`src/rtl/rgb_pkg.sv`:
```
// Shared types and CRC helpers for the rgb_rx capture stage.
// The CRC items are only referenced when RGB_RX_CRC_EN is defined.
package rgb_pkg;

  typedef enum logic {
    SEARCH = 1'b0,
    RUN    = 1'b1
  } rgb_rx_state_t;

  localparam logic [15:0] CRC16_POLY = 16'h1021;
  localparam logic [15:0] CRC16_INIT = 16'hFFFF;

  // CRC-16-CCITT over the low nbits of data, most significant of those bits first.
  function automatic logic [15:0] crc16_next(input logic [15:0] crc,
                                             input logic [63:0] data,
                                             input int          nbits);
    logic [15:0] c;
    logic        fb;
    c = crc;
    for (int i = 63; i >= 0; i--) begin
      if (i < nbits) begin
        fb = c[15] ^ data[i];
        c  = {c[14:0], 1'b0};
        if (fb) c = c ^ CRC16_POLY;
      end
    end
    return c;
  endfunction

endpackage

```
`src/rtl/rgb_rx_crc.sv`:
```
// Frame CRC for rgb_rx: running CRC over emitted pixels, latched at frame end.
// Instantiated only when RGB_RX_CRC_EN is defined.
module rgb_rx_crc
  import rgb_pkg::*;
#(
  parameter int DATA_BITS = 24
) (
  input  logic                 clk,
  input  logic                 reset,
  input  logic                 valid_i,
  input  logic                 sof_i,
  input  logic                 done_i,
  input  logic [DATA_BITS-1:0] data_i,
  output logic [15:0]          crc_o
);

  logic [15:0] run_q, run_d;
  logic [15:0] crc_q;

  // Inputs are next-cycle output values, so the latched CRC lands together with frame_done.
  always_comb begin
    run_d = run_q;
    if (valid_i) run_d = crc16_next(sof_i ? CRC16_INIT : run_q, 64'(data_i), DATA_BITS);
  end

  always_ff @(posedge clk or posedge reset) begin
    if (reset) begin
      run_q <= CRC16_INIT;
      crc_q <= '0;
    end else begin
      run_q <= run_d;
      if (done_i) crc_q <= run_d;
    end
  end

  assign crc_o = crc_q;

endmodule

```
`src/rtl/rgb_rx.sv`:
```
// rgb_rx: parallel-RGB capture with geometry recovery, sync/geometry error flags and lock.
// Optional frame CRC is built in when RGB_RX_CRC_EN is defined; otherwise frame_crc is 0.
module rgb_rx
  import rgb_pkg::*;
#(
  parameter int   WIDTH            = 480,
  parameter int   HEIGHT           = 272,
  parameter int   COLOR_BITS       = 8,
  parameter logic HOR_POL_INVERTED = 1'b1,
  parameter logic VER_POL_INVERTED = 1'b1
) (
  input  logic                      clk,
  input  logic                      reset,
  input  logic                      de,
  input  logic                      hsync,
  input  logic                      vsync,
  input  logic [COLOR_BITS-1:0]     r,
  input  logic [COLOR_BITS-1:0]     g,
  input  logic [COLOR_BITS-1:0]     b,
  input  logic                      err_clr,
  output logic                      m_valid,
  output logic [3*COLOR_BITS-1:0]   m_data,
  output logic [$clog2(WIDTH)-1:0]  m_x,
  output logic [$clog2(HEIGHT)-1:0] m_y,
  output logic                      m_sof,
  output logic                      m_eol,
  output logic                      frame_done,
  output logic                      locked,
  output logic                      err_width,
  output logic                      err_height,
  output logic                      err_sync,
  output logic [15:0]               frame_crc
);

  localparam int XW  = $clog2(WIDTH);
  localparam int YW  = $clog2(HEIGHT);
  localparam int CXW = XW + 1;
  localparam int CYW = YW + 1;
  localparam int DW  = 3 * COLOR_BITS;

  typedef struct packed {
    logic          de;
    logic          hs;
    logic          vs;
    logic [DW-1:0] data;
  } sample_t;

  sample_t        in_s, nxt_q, cur_q;
  rgb_rx_state_t  state_q;
  logic [CXW-1:0] x_q, x_d, x_after;
  logic [CYW-1:0] y_q, y_d, y_line;
  logic           frame_err_q, locked_q;
  logic           err_width_q, err_height_q, err_sync_q;
  logic           m_valid_q, m_sof_q, m_eol_q, frame_done_q;
  logic [DW-1:0]  m_data_q;
  logic [XW-1:0]  m_x_q;
  logic [YW-1:0]  m_y_q;
  logic           de_fall, vs_rise, run, emit, sof_d, eol_d, done_d;
  logic           set_w, set_h, set_s, any_set;

  assign in_s = {de, hsync ^ HOR_POL_INVERTED, vsync ^ VER_POL_INVERTED, r, g, b};

  // cur_q is the pixel being decided; nxt_q is the one-pixel lookahead for edges.
  always_comb begin
    // NOTE: every comb output gets a default first so no path can infer a latch.
    de_fall = cur_q.de & ~nxt_q.de;
    vs_rise = ~cur_q.vs & nxt_q.vs;
    run     = (state_q == RUN);
    x_after = x_q;
    if (cur_q.de && x_q != '1) x_after = x_q + 1'b1;
    y_line  = y_q;
    if (de_fall && y_q != '1) y_line = y_q + 1'b1;
    x_d     = de_fall ? '0 : x_after;
    y_d     = vs_rise ? '0 : y_line;
    emit    = run & cur_q.de & (x_q < CXW'(WIDTH)) & (y_q < CYW'(HEIGHT));
    sof_d   = emit & (x_q == '0) & (y_q == '0);
    eol_d   = emit & de_fall;
    done_d  = eol_d & (y_q == CYW'(HEIGHT - 1));
    // Line-end check precedes frame-end, so the frame check sees the incremented y.
    set_w   = run & de_fall & (x_after != CXW'(WIDTH));
    set_h   = run & vs_rise & (y_line != CYW'(HEIGHT));
    set_s   = run & cur_q.de & (cur_q.hs | cur_q.vs);
    any_set = set_w | set_h | set_s;
  end

  // NOTE: sequential state uses non-blocking assignments only.
  always_ff @(posedge clk or posedge reset) begin
    if (reset) begin
      state_q      <= SEARCH;
      nxt_q        <= '0;
      cur_q        <= '0;
      x_q          <= '0;
      y_q          <= '0;
      frame_err_q  <= 1'b0;
      locked_q     <= 1'b0;
      err_width_q  <= 1'b0;
      err_height_q <= 1'b0;
      err_sync_q   <= 1'b0;
      m_valid_q    <= 1'b0;
      m_sof_q      <= 1'b0;
      m_eol_q      <= 1'b0;
      frame_done_q <= 1'b0;
      m_data_q     <= '0;
      m_x_q        <= '0;
      m_y_q        <= '0;
    end else begin
      nxt_q <= in_s;
      cur_q <= nxt_q;
      x_q   <= x_d;
      y_q   <= y_d;
      if (vs_rise) state_q <= RUN;

      m_valid_q    <= emit;
      m_sof_q      <= sof_d;
      m_eol_q      <= eol_d;
      frame_done_q <= done_d;
      if (emit) begin
        m_data_q <= cur_q.data;
        m_x_q    <= x_q[XW-1:0];
        m_y_q    <= y_q[YW-1:0];
      end

      err_width_q  <= set_w | (err_width_q  & ~err_clr);
      err_height_q <= set_h | (err_height_q & ~err_clr);
      err_sync_q   <= set_s | (err_sync_q   & ~err_clr);

      // A frame spans vs_a rising edge to rising edge; lock needs one with no error.
      frame_err_q <= vs_rise ? 1'b0 : (frame_err_q | any_set);
      if (any_set)                               locked_q <= 1'b0;
      else if (run && vs_rise && !frame_err_q)   locked_q <= 1'b1;
    end
  end

  assign m_valid    = m_valid_q;
  assign m_data     = m_data_q;
  assign m_x        = m_x_q;
  assign m_y        = m_y_q;
  assign m_sof      = m_sof_q;
  assign m_eol      = m_eol_q;
  assign frame_done = frame_done_q;
  assign locked     = locked_q;
  assign err_width  = err_width_q;
  assign err_height = err_height_q;
  assign err_sync   = err_sync_q;

`ifdef RGB_RX_CRC_EN
  rgb_rx_crc #(
    .DATA_BITS(DW)
  ) u_crc (
    .clk    (clk),
    .reset  (reset),
    .valid_i(emit),
    .sof_i  (sof_d),
    .done_i (done_d),
    .data_i (cur_q.data),
    .crc_o  (frame_crc)
  );
`else
  assign frame_crc = '0;
`endif

endmodule
```
`config.mk`:
```
export PLATFORM = sky130hd
export DESIGN_NAME = rgb_rx
export DESIGN_NICKNAME = d
export VERILOG_FILES = /design/src/rtl/rgb_pkg.sv /design/src/rtl/rgb_rx_crc.sv /design/src/rtl/rgb_rx.sv
export SDC_FILE = /design/constraint.sdc
export NUM_CORES = 1
export LEC_CHECK = 0
export ABC_AREA = 1
export CAP_MARGIN = 20
export CORE_MARGIN = 2
export CORE_UTILIZATION = 40
export CTS_CLUSTER_SIZE = 12
export DETAILED_ROUTE_END_ITERATION = 8
export REMOVE_ABC_BUFFERS = 1
export SYNTH_ARGS = -nofsm -noshare
export SYNTH_HDL_FRONTEND = slang
export SYNTH_SLANG_ARGS = --single-unit
```
`constraint.sdc`:
```
create_clock -name clk -period 9.65 [get_ports clk]
set_input_delay 1.93 -clock clk [delete_from_list [all_inputs] [get_ports clk]]
set_output_delay 1.93 -clock clk [all_outputs]
set_load 0.02 [all_outputs]
```
# Yosys cells after proc, flatten, opt, wreduce, memory -nomap -nowiden
# Index checks and enable logic that the tools add are counted.
[op_classes]
reduce_logical = 8
n_mux = 7
magnitude_cmp = 2
n_addsub = 2
bitwise_logic = 29
eq_ne = 5
[op_table]
columns = ["op", "count"]
rows = [
  ["$mux 10", 4],
  ["$add 10x1->10 const B", 2],
  ["$logic_not 10->1", 2],
  ["$lt 10x9->1 const B", 2],
  ["$ne 10x10->1 const B", 2],
  ["$ne 10x9->1 const B", 2],
  ["$and 1x1->1", 17],
  ["$eq 10x9->1 const B", 1],
  ["$or 1x1->1", 7],
  ["$not 1->1", 5],
  ["$logic_and 1x1->1", 4],
  ["$mux 1", 3],
  ["$reduce_bool 2->1", 1],
  ["$logic_not 1->1", 1],
]
[totals]
word_cells = 76
output_inout_bits = 66
input_bits = 30
register_bits = 126

# Logic depth before layout (Yosys ltp)
# Gate-level depths: netlist of run 1.
[depth]
ltp_word = 10
depth_mapped = 16
mapped_depth_nobuf = 16

# Worst setup path after synthesis of run 1
# No wires, ideal clock.
[synth_path]
path_kind = "register to output"
startpoint = "reg m_data_q[0] (netlist: m_data[0])"
endpoint = "out m_data[0]"
required_time_ps = 7720
slack_ps = 7295
t_arrival_ps = 425
path_buffers = 0
stages_incl_launch_ff = 1
path_cell_list = "dfrtp_1"
[synth_rtl]
columns = ["item", "line_no", "rtl"]
rows = [
  ["start: declaration", "rgb_rx.sv:55", "logic [DW-1:0] m_data_q;"],
  ["start signal: assignment", "rgb_rx.sv:118", "m_data_q <= cur_q.data;"],
  ["end: declaration", "rgb_rx.sv:22", "output logic [3*COLOR_BITS-1:0] m_data,"],
]
# No word-level cell between the ends.

# Final worst setup path of run 1
[layout_path]
startpoint = "reg m_data_q[9] (netlist: m_data[9])"
endpoint = "out m_data[9]"
# No word-level cell between the ends.

==> summary.txt, run 1 <==
Setup path
  – Critical path arrival: 1.40 ns
  – CP bufs+invs: 1
  – Critical path launch point: m_data[9]
  – CP Launch Type: flip-flop
  – Critical-path top delay cell: clkdlybuf4s50_1
  – Reg2Reg Launch Point: cur_q[26]
  – CP required: 7.72 ns
  – Worst Path Max Fanout: 2
  – Flop-to-flop setup slack: ~7.0 ns
  – CP Class: flip-flop to primary output
  – CP Cell Sequence: clkdlybuf4s50_1
  – CP Capture Point: m_data[9]
  – Worst path max stage delay: 0.62 ns
  – Stages on the worst setup path: 1
  – CP Capture Type: primary output
  – R2r worst-path depth: 13
  – Delay-heaviest family, CP: buffers and inverters
  – Reg2reg end: frame_err_q

Floorplanning
  – Initial core utilization: 41.00%
  – Site Rows: 40
  – Die area: 13,220 µm²
  – Core Region: 12,010 µm²
  – IO Pins: 96
  – Die X: roughly 110 µm
  – Chip height: 115.0 µm

Timing
  – Fin crit period: 3.333 ns
  – RSZ-0062 raised after global routing: no
  – Setup TNS: 0 ns
  – F_max: between 0.3 and 0.4 GHz
  – PnR worst setup slack: between 6 and 7 ns
  – Final Hold Vio Count: 0
  – Worst-margin pin slew: ~0.95 ns
  – Max-slew violations: 0
  – Hold Slack: 0.3460 ns
  – Final Cycle Share: 34.54%
  – Final setup violation count: 0
  – Clock skew: between 0.007 and 0.008 ns
  – Slew margin rel.: between 30% and 40%

Logic synthesis
  – Synthesized netlist cell count: 508
  – Seq cells post-synth: between 100 and 150
  – Yosys cell types: 27
  – Syn_area_per_cell: between 9 and 10 µm²
  – Syn. warnings: 0
  – Sequential element share of the synthesized area: between 60 and 70%
  – Synthesized area: 4925 µm²

Place
  – Pre-CTS setup slack: just under 6 ns
  – DP HPWL: 6.276 mm
  – Routability cong.: roughly 0.86
  – PortBufs: 79
  – Dpl cells: 721

Flow run
  – Max cap viols: 0

Routing
  – First-pass detailed-route iteration total: 4
  – DR WL/cell: 12.46 µm
  – Drt drc: 0
  – DR vias/cell: 4.539
  – Final wirelength: approximately 9.4 mm
  – DRT antenna net count: 0
  – Initial drt markers: 186
  – DR vias: ~3.4k

Layout
  – P&R area growth vs syn: 29.29%
  – Non-filler cells, final: roughly 750
  – Share of cells above drive strength 1: a little over a tenth
  – Nets: 627
  – ANT cells: 0

Power
  – Design Power: 1.352 mW
  – Maximum vdd drop: roughly 120 µV
  – PwrDens: between 200 and 250 nW/µm²
  – Static Leak: 3.080 nW

Hold path
  – HP Class: flip-flop to flip-flop

Clock network
  – Hold buffer count at cts: 0
  – Clock root buffer: clkbuf_16
  – CTS sink count: around 130
  – Worst-Skew Late Latency: ~0.41 ns
  – Clock-pin slew on the worst setup and hold paths: 0.06 ns
  – Post-CTS Resized: 0
  – Post-CTS Setup Repair Bufs: 0
  – CTS tree: yes
  – Clk buf depth: 2
  – CTS Buf Count: 17
  – CTS HTree Levels: 4

GRT
  – Grt ovf: 0
  – Vias in the first global route: 3,459
  – Grt met2 use: 24.16%
  – Largest net degree at the start of global routing: 82
  – Most used routing layer: met2
  – Gr usage total: 15.62%
  – Met1 Use GR: 21.03%
  – Initial antenna violation count: 0
  – Met3 Use GR: 4.586%
  – First-pass GRT wire length: 16.20 mm

Status
  – Status: completed
-- metrics by stage --
step                cell area, µm²  utilization, %
floorplan                     4786               -
global placement              5778           48.10
detailed placement            5778           48.10
CTS                           6367           53.01
global route                  6367           53.01
finish                        6367           53.01
-- state kept, by name, indices dropped and copies added, names as in the netlist, 9 cells and up --
signal  count
m_y         9
m_data     24
y_q        10
x_q        10
m_x         9
nxt_q      27
cur_q      27
-- how the worst min path moves through the flow --
stage | startpoint | slack, ns | end | depth (start not counted)
floorplan | nxt_q[0] | 0.33 | cur_q[0] | 0
global placement | nxt_q[1] | 0.33 | cur_q[1] | 0
detailed placement | nxt_q[18] | 0.33 | cur_q[18] | 0
CTS | nxt_q[25] | 0.35 | cur_q[25] | 0
global route | nxt_q[18] | 0.35 | cur_q[18] | 0
finish | nxt_q[25] | 0.35 | cur_q[25] | 0
-- cell type report --
type | count | area, µm²
clock inverter | 14 | 160.2
timing repair buffer | 81 | 805.8
multi-input combinational | 322 | 1464
clock buffer | 18 | 429.2
sequential | 126 | 3153
fill | 1096 | 5644
tap | 147 | 183.9
inverter | 45 | 171.4
-- cell usage after synthesis, drive strengths merged --
library cell / instances / area [µm²]
nand2: 179 / 689.4
dfrtp: 126 / 3153
nor2: 50 / 220.2
inv: 44 / 165.2
nand3: 28 / 187.7
buf: 22 / 165.2
o21ai: 22 / 110.1
clkbuf: 8 / 30.03
nand4: 7 / 43.79
a21oi: 4 / 20.02
ha: 4 / 50.05
nor3: 4 / 20.02
xor2: 4 / 35.03
nor4: 2 / 12.51
clkinv: 1 / 3.750
conb: 1 / 3.750
nand3b: 1 / 7.510
o21bai: 1 / 7.510
-- power by group --
group          internal [mW]  total (mW)  switching (mW)
Combinational         0.0595       0.142          0.0825
Clock                  0.385       0.627           0.242
Sequential             0.562       0.584          0.0215
-- cell usage in the layout (no fill, tap or decap), types with 10 or more instances in the layout --
cell type / n
o21ai_0: 20
dfrtp_1: 126
nand3_1: 20
clkdlybuf4s50_1: 79
nor2_1: 39
nor2_2: 10
inv_1: 38
conb_1: 16
clkbuf_16: 17
nand2_1: 172
-- cells by family after synthesis --
kind of cell / count (synthesis) / share of synthesized area (%)
AO/OA/AOI/OAI: 27 / 2.795
adder cells (fa/ha/maj): 4 / 1.016
XOR/XNOR: 4 / 0.7113
AND/OR/NAND/NOR: 271 / 23.98
buffers and inverters: 75 / 7.393
other: 1 / 0.07615
flip-flops: 126 / 64.02
-- per-layer routing --
layer / up-vias / part of all wire, %
met1: 1605 / 47
met2: 97 / 47
li1: 1712 / -
met3: 4 / 5.6
met5: - / 0
met4: 0 / 0.49
No activity file was read; power rests on OpenSTA's default activity.
==> inputs of run 2 (changes only) <==
==> constraint.sdc (replaced) <==
create_clock -name clk -period 3.2 [get_ports clk]
set_input_delay 0.64 -clock clk [delete_from_list [all_inputs] [get_ports clk]]
set_output_delay 0.64 -clock clk [all_outputs]
set_load 0.02 [all_outputs]
==> run 2 against run 1 <==
Register-to-register slack got worse by 6.2 ns. Die area is the same. Sequential power rose to 3.0 times the previous value. Via count is 2.3% higher. Critical path depth rose by 13. Routed wire length increased by 4.8%. Critical path type is now flip-flop to flip-flop. Worst hold slack worse by 0.0037 ns. Clock skew up 0.0026 ns. Count of clock-buffer cells in the layout is 2 higher. Sequential cell count did not move. Non-clock buffer count rose by 3.
==> summary.txt, run 2 (synthesis gave the netlist of run 1 again) <==
Setup path
  – Reg2reg end: frame_err_q
  – Critical path arrival: 2.64 ns (+1.24 ns)
  – CP most frequent cell: nand2_1
  – CP required: 3.46 ns (-4.26 ns)
  – Worst path max stage delay: 0.43 ns (-0.19 ns)
  – Flop-to-flop setup slack: 0.81 ns (-6.22 ns)
  – Critical-path top delay cell: dfrtp_1
  – R2r worst-path depth: 14 (+1)
  – Worst Path Max Fanout: 11 (+9)
  – Reg2Reg Launch Point: y_q[0]
  – CP Launch Type: flip-flop
  – CP Cell Sequence: ha_1 -> nand2_1 -> nor2_2 -> nand3_2 -> nand2_1 -> inv_1 -> nand2_1 -> nand2_1 -> nor2_1 -> nand3_1 -> nand2_1 -> nand3_2 -> nor2_1 -> nor2_1
  – CP Capture Type: flip-flop
  – CP Class: flip-flop to flip-flop

Timing
  – Max-slew violations: 0 (unchanged)
  – F_max: 0.4191 GHz
  – Fin crit period: 2.386 ns
  – Setup TNS: 0 ns (unchanged)
  – Clock skew: 0.01055 ns (+0.002580 ns)
  – RSZ-0062 raised after global routing: no
  – Final Hold Vio Count: 0 (unchanged)
  – Worst-margin pin slew: 0.8525 ns (-0.1024 ns)
  – Slew margin rel.: 42.96% (+6.6 points)
  – Final Cycle Share: 74.56%
  – Final setup violation count: 0 (unchanged)

Layout
  – Reg area: 3153 µm² (unchanged)
  – Final instance area: 6397 µm² (+0.47%)
  – Final Util: 53.26% (+0.25 points)
  – ANT cells: 0 (unchanged)
  – Nets: 630 (+0.48%)
  – P&R area growth vs syn: 29.90%
  – Most common cell after layout, fill and taps aside: nand2_1
  – Multi-input gate area: 1464 µm² (unchanged)
  – Fill count: 1,047 (-4.5%)
  – Most frequent cells in the layout: nand2_1, dfrtp_1, clkdlybuf4s50_1
  – Share of cells above drive strength 1: 11.00% (+0.28 points)

Floorplanning
  – Site Rows: 40 (unchanged)
  – Chip height: 115.0 µm (unchanged)
  – Die X: 115.0 µm (unchanged)
  – IO Pins: 96 (unchanged)
  – Core Region: 12,010 µm² (unchanged)
  – Initial core utilization: 41.00% (unchanged)
  – Die area: 13,220 µm² (unchanged)

Routing
  – DRT antenna net count: 0 (unchanged)
  – DR vias: 3,497 (+2.3%)
  – First-pass detailed-route iteration total: 4 (unchanged)
  – DR vias/cell: 4.626 (+1.9%)
  – Initial drt markers: 219 (+18%)
  – DR WL/cell: 13.01 µm (+4.4%)
  – Drt drc: 0 (unchanged)
  – Final wirelength: 9.838 mm (+4.8%)

Power
  – Maximum vdd drop: 344.3 µV (+180%)
  – Sequential Power Share: 43.3% (about the same)
  – Psw: 1.010 mW (+190%)
  – Logic pwr share: 10.8% (+0.3 points)
  – Clock power frac: 45.9% (-0.4 points)
  – PwrDens: 634.8 nW/µm² (+200%)
  – Net Sw Frac: 24.87% (-0.68 points)
  – Static Leak: 3.095 nW (+0.46%)
  – Pint: 3.051 mW (+200%)

Clock network
  – CTS HTree Levels: 4 (unchanged)
  – Clk buf depth: 2 (unchanged)
  – Clock root buffer: clkbuf_16
  – Post-CTS Setup Repair Bufs: 0 (unchanged)
  – Clock-pin slew on the worst setup and hold paths: 0.06 ns (about the same)
  – CTS sink count: 126 (unchanged)
  – Hold buffer count at cts: 0 (unchanged)
  – CTS tree: yes
  – Worst-Skew Late Latency: 0.41 ns (about the same)
  – CTS Buf Count: 17 (unchanged)
  – Post-CTS Resized: 0 (unchanged)

Place
  – Routability cong.: 0.8995 (+4.7%)
  – DP HPWL: 6.632 mm (+5.7%)
  – DP Area: 5813 µm² (+0.61%)
  – PortBufs: 79 (unchanged)

Status
  – Status: completed

GRT
  – Grt ovf: 0 (unchanged)
  – Initial antenna violation count: 0 (unchanged)
  – Largest net degree at the start of global routing: 62 (-24%)
  – First-pass GRT wire length: 16.78 mm (+3.6%)
  – Vias in the first global route: 3,511 (+1.5%)
  – Gr usage total: 16.35% (+0.73 points)

Hold path
  – Hold Path Stages: 0 (unchanged)
  – Hold path start: nxt_q[25]
  – HP Class: flip-flop to flip-flop
  – Hold Path End: cur_q[25]

Flow run
  – Max cap viols: 0 (unchanged)
==> run 2: stage by stage <==
step                      instances  power [mW]  worst slack (ns)  hold WS [ns]
after floorplan                 493       2.017           -0.7959        0.3312
after global placement          724       2.225             1.097        0.3314
after detailed placement        724       2.230            0.8797        0.3347
after CTS                       756       4.114            0.8833        0.3469
after global routing            756       4.251            0.5911        0.3503
final                           756       4.061            0.8142        0.3422
==> run 2: cell type report <==
type / count / share of cell area, %
Clock buffer: 20 / 6.982
Clock inverter: 12 / 2.151
Inverter: 45 / 2.679
Multi-Input combinational cell: 322 / 22.88
Sequential cell: 126 / 49.29
Tap cell: 147 / 2.875
Timing Repair Buffer: 84 / 13.14
==> run 2: power by group through the flow <==
| stage | Combinational (mW) | Clock, mW | Sequential (mW) |
|---|---|---|---|
| global placement | 0.441 | 0 | 1.78 |
| detailed placement | 0.445 | 0 | 1.79 |
| global route | 0.487 | 1.99 | 1.77 |
| CTS | 0.446 | 1.91 | 1.76 |
| finish | 0.439 | 1.86 | 1.76 |
| floorplan | 0.179 | 0 | 1.84 |
==> run 2: metal layers <==
layer	track usage [%]	part of all wire, %
met1	22.38	46
met2	24.71	47
met3	4.323	6.1
met4	7.229	0.83
met5	0	0
==> run 2: how the worst max path moves through the flow <==
stage	end	slack, ns	start	cells after the start
floorplan	cur_q[0]	-0.80	reset	1
global placement	frame_err_q	1.10	cur_q[26]	13
detailed placement	frame_err_q	0.88	y_q[0]	14
CTS	frame_err_q	0.88	y_q[0]	14
global route	frame_err_q	0.59	y_q[0]	14
finish	frame_err_q	0.81	y_q[0]	14
==> run 2: worst max-delay path, delay by kind of cell (launching register included) <==
kind,cells,cell delay [ns]
adders and majority gates,1,0.24
buffers and inverters,1,0.09
DFF,1,0.43
and+or+nand+nor,12,1.48
==> inputs of run 3 (changes only) <==
==> constraint.sdc (replaced) <==
create_clock -name clk -period 2.4 [get_ports clk]
set_input_delay 0.48 -clock clk [delete_from_list [all_inputs] [get_ports clk]]
set_output_delay 0.48 -clock clk [all_outputs]
set_load 0.02 [all_outputs]
==> run 3 against run 2 <==
Total power increased by 33%. Critical path type unchanged. Largest power group unchanged. Final cell count grew 0.53%. Die area is the same. Sequential cell count stayed put.
==> summary.txt, run 3 (synthesis gave the netlist of run 1 again) <==
Power
  – PwrDens: 837.3 nW/µm² (+32%)
  – Maximum vdd drop: 564.2 µV (+64%)
  – Design Power: 5.398 mW (+33%)
  – Static Leak: 3.115 nW (+0.65%)

Clock network
  – Clock-pin slew on the worst setup and hold paths: 0.06 ns (about the same)
  – Worst-Skew Late Latency: 0.41 ns (about the same)
  – CTS Buf Count: 17 (unchanged)
  – Clk buf depth: 2 (unchanged)
  – Clock root buffer: clkbuf_16
  – CTS HTree Levels: 4 (unchanged)
  – Post-CTS Setup Repair Bufs: 0 (unchanged)
  – CTS tree: yes
  – CTS sink count: 126 (unchanged)

Setup path
  – Delay-heaviest family, CP: simple AND/OR/NAND/NOR gates
  – CP bufs+invs: 0 (-1)
  – Worst path max stage delay: 0.44 ns (about the same)
  – Critical path arrival: 2.45 ns (-0.19 ns)
  – CP Launch Type: flip-flop
  – Reg2reg end: frame_err_q
  – Flop-to-flop setup slack: 0.24 ns (-0.57 ns)
  – CP Cell Sequence: ha_1 -> nand2_1 -> nor2_2 -> nand3_4 -> nand2_2 -> nand2_1 -> nand2_1 -> nand2_1 -> nor2_1 -> nand3_1 -> nand2_1 -> nand3_2 -> nor2_1 -> nor2_1
  – Worst Path Max Fanout: 11 (unchanged)
  – CP Class: flip-flop to flip-flop
  – CP most frequent cell: nand2_1
  – Critical-path top delay cell: dfrtp_1
  – Reg2Reg Launch Point: y_q[0]
  – CP required: 2.69 ns (-0.77 ns)
  – CP Capture Type: flip-flop
  – R2r worst-path depth: 14 (unchanged)

Layout
  – ANT cells: 0 (unchanged)
  – Final instance area: 6447 µm² (+0.78%)
  – Most common cell after layout, fill and taps aside: nand2_1
  – P&R area growth vs syn: 30.92%
  – Share of cells above drive strength 1: 11.26% (+0.25 points)
  – Most frequent cells in the layout: nand2_1, dfrtp_1, clkdlybuf4s50_1
  – Nets: 634 (+0.63%)
  – Final Util: 53.68% (+0.42 points)

GRT
  – Gr usage total: 16.29% (-0.066 points)
  – Vias in the first global route: 3,530 (+0.54%)
  – Largest net degree at the start of global routing: 39 (-37%)
  – Grt ovf: 0 (unchanged)
  – First-pass GRT wire length: 16.47 mm (-1.8%)
  – Initial antenna violation count: 0 (unchanged)

Floorplanning
  – IO Pins: 96 (unchanged)
  – Chip height: 115.0 µm (unchanged)
  – Core Region: 12,010 µm² (unchanged)
  – Site Rows: 40 (unchanged)
  – Die X: 115.0 µm (unchanged)
  – Initial core utilization: 41.00% (unchanged)
  – Die area: 13,220 µm² (unchanged)

Hold path
  – HP Class: flip-flop to flip-flop
  – Hold Path Stages: 0 (unchanged)
  – Hold path start: nxt_q[15]
  – Hold Path End: cur_q[15]

Timing
  – Clock skew: 0.007332 ns (-0.003214 ns)
  – F_max: 0.4634 GHz (+11%)
  – Final Hold Vio Count: 0 (unchanged)
  – Max-slew violations: 0 (unchanged)
  – Fin crit period: 2.158 ns (-0.2280 ns)
  – Final Cycle Share: 89.91% (+15 points)
  – Final setup violation count: 0 (unchanged)

Place
  – DP HPWL: 6.620 mm (-0.18%)
  – PortBufs: 79 (unchanged)
  – Routability cong.: 0.8988 (about the same)
  – DP Area: 5868 µm² (+0.95%)

Routing
  – Initial drt markers: 152 (-31%)
  – Drt drc: 0 (unchanged)
  – DRT antenna net count: 0 (unchanged)
  – First-pass detailed-route iteration total: 4 (unchanged)
  – DR vias/cell: 4.592 (-0.73%)
  – DR vias: 3,490 (-0.20%)
  – DR WL/cell: 12.79 µm (-1.7%)
  – Final wirelength: 9.718 mm (-1.2%)

Status
  – Status: completed

Flow run
  – Max cap viols: 0 (unchanged)
[run 3: cell count changes in the layout (fill, tap and decap cells not counted), sizes merged]
cell / previous run / this run
clkbuf: 20 / 23
buf: 5 / 9
clkinv: 8 / 5
[run 3: how the worst max path moves through the flow]
stage,from,end,slack (ns),cells after the start
global placement,y_q[0],frame_err_q,0.32,14
CTS,y_q[0],frame_err_q,0.19,14
floorplan,reset,cur_q[0],-1.44,1
global route,y_q[0],frame_err_q,-0.02,14
detailed placement,y_q[0],frame_err_q,0.22,14
finish,y_q[0],frame_err_q,0.24,14
[run 3: power by group]
| part | total, mW | switching, mW | internal, mW |
|---|---|---|---|
| clock network | 2.46 | 0.900 | 1.56 |
| registers | 2.34 | 0.0824 | 2.26 |
| logic | 0.597 | 0.344 | 0.253 |
[run 3: stage by stage]
stage	TNS (ns)	setup WS [ns]	instances	hold slack [ns]
floorplan	-180.93	-1.436	493	0.3312
global placement	0	0.3157	728	0.3322
detailed placement	0	0.2199	728	0.3347
CTS	0	0.1851	760	0.3469
global route	-0.01546	-0.01546	760	0.3512
finish	0	0.2422	760	0.3455
[run 3: final cells by class]
class                           instances  area [µm²]
Multi-Input combinational cell        322        1474
Clock buffer                           23       457.9
Clock inverter                          9       111.4
Tap cell                              147       183.9
Inverter                               45       171.4
Fill cell                            1083        5564
Sequential cell                       126        3153
Timing Repair Buffer                   88       895.9
[run 3: routing by layer]
layer | part of all wire (%) | up-vias | GRT usage [%]
met1 | 47 | 1640 | 21.39
met5 | 0 | - | 0
met2 | 45 | 106 | 24.47
met3 | 5.1 | 20 | 5.113
met4 | 2.6 | 0 | 8.273
li1 | - | 1724 | -
[run 3: what timing repair did]
item / CTS / global route
hold buffers: 0 / 0
endpoints found under the hold margin: 0 / 0
resized for setup: 0 / 2
endpoints found under the setup margin: 0 / 3
[run 3: worst reg2reg max path: cells and delay by family, from the launching register on]
family | cells | cell delay [ns]
adders and majority gates | 1 | 0.24
DFF | 1 | 0.44
and+or+nand+nor | 13 | 1.35
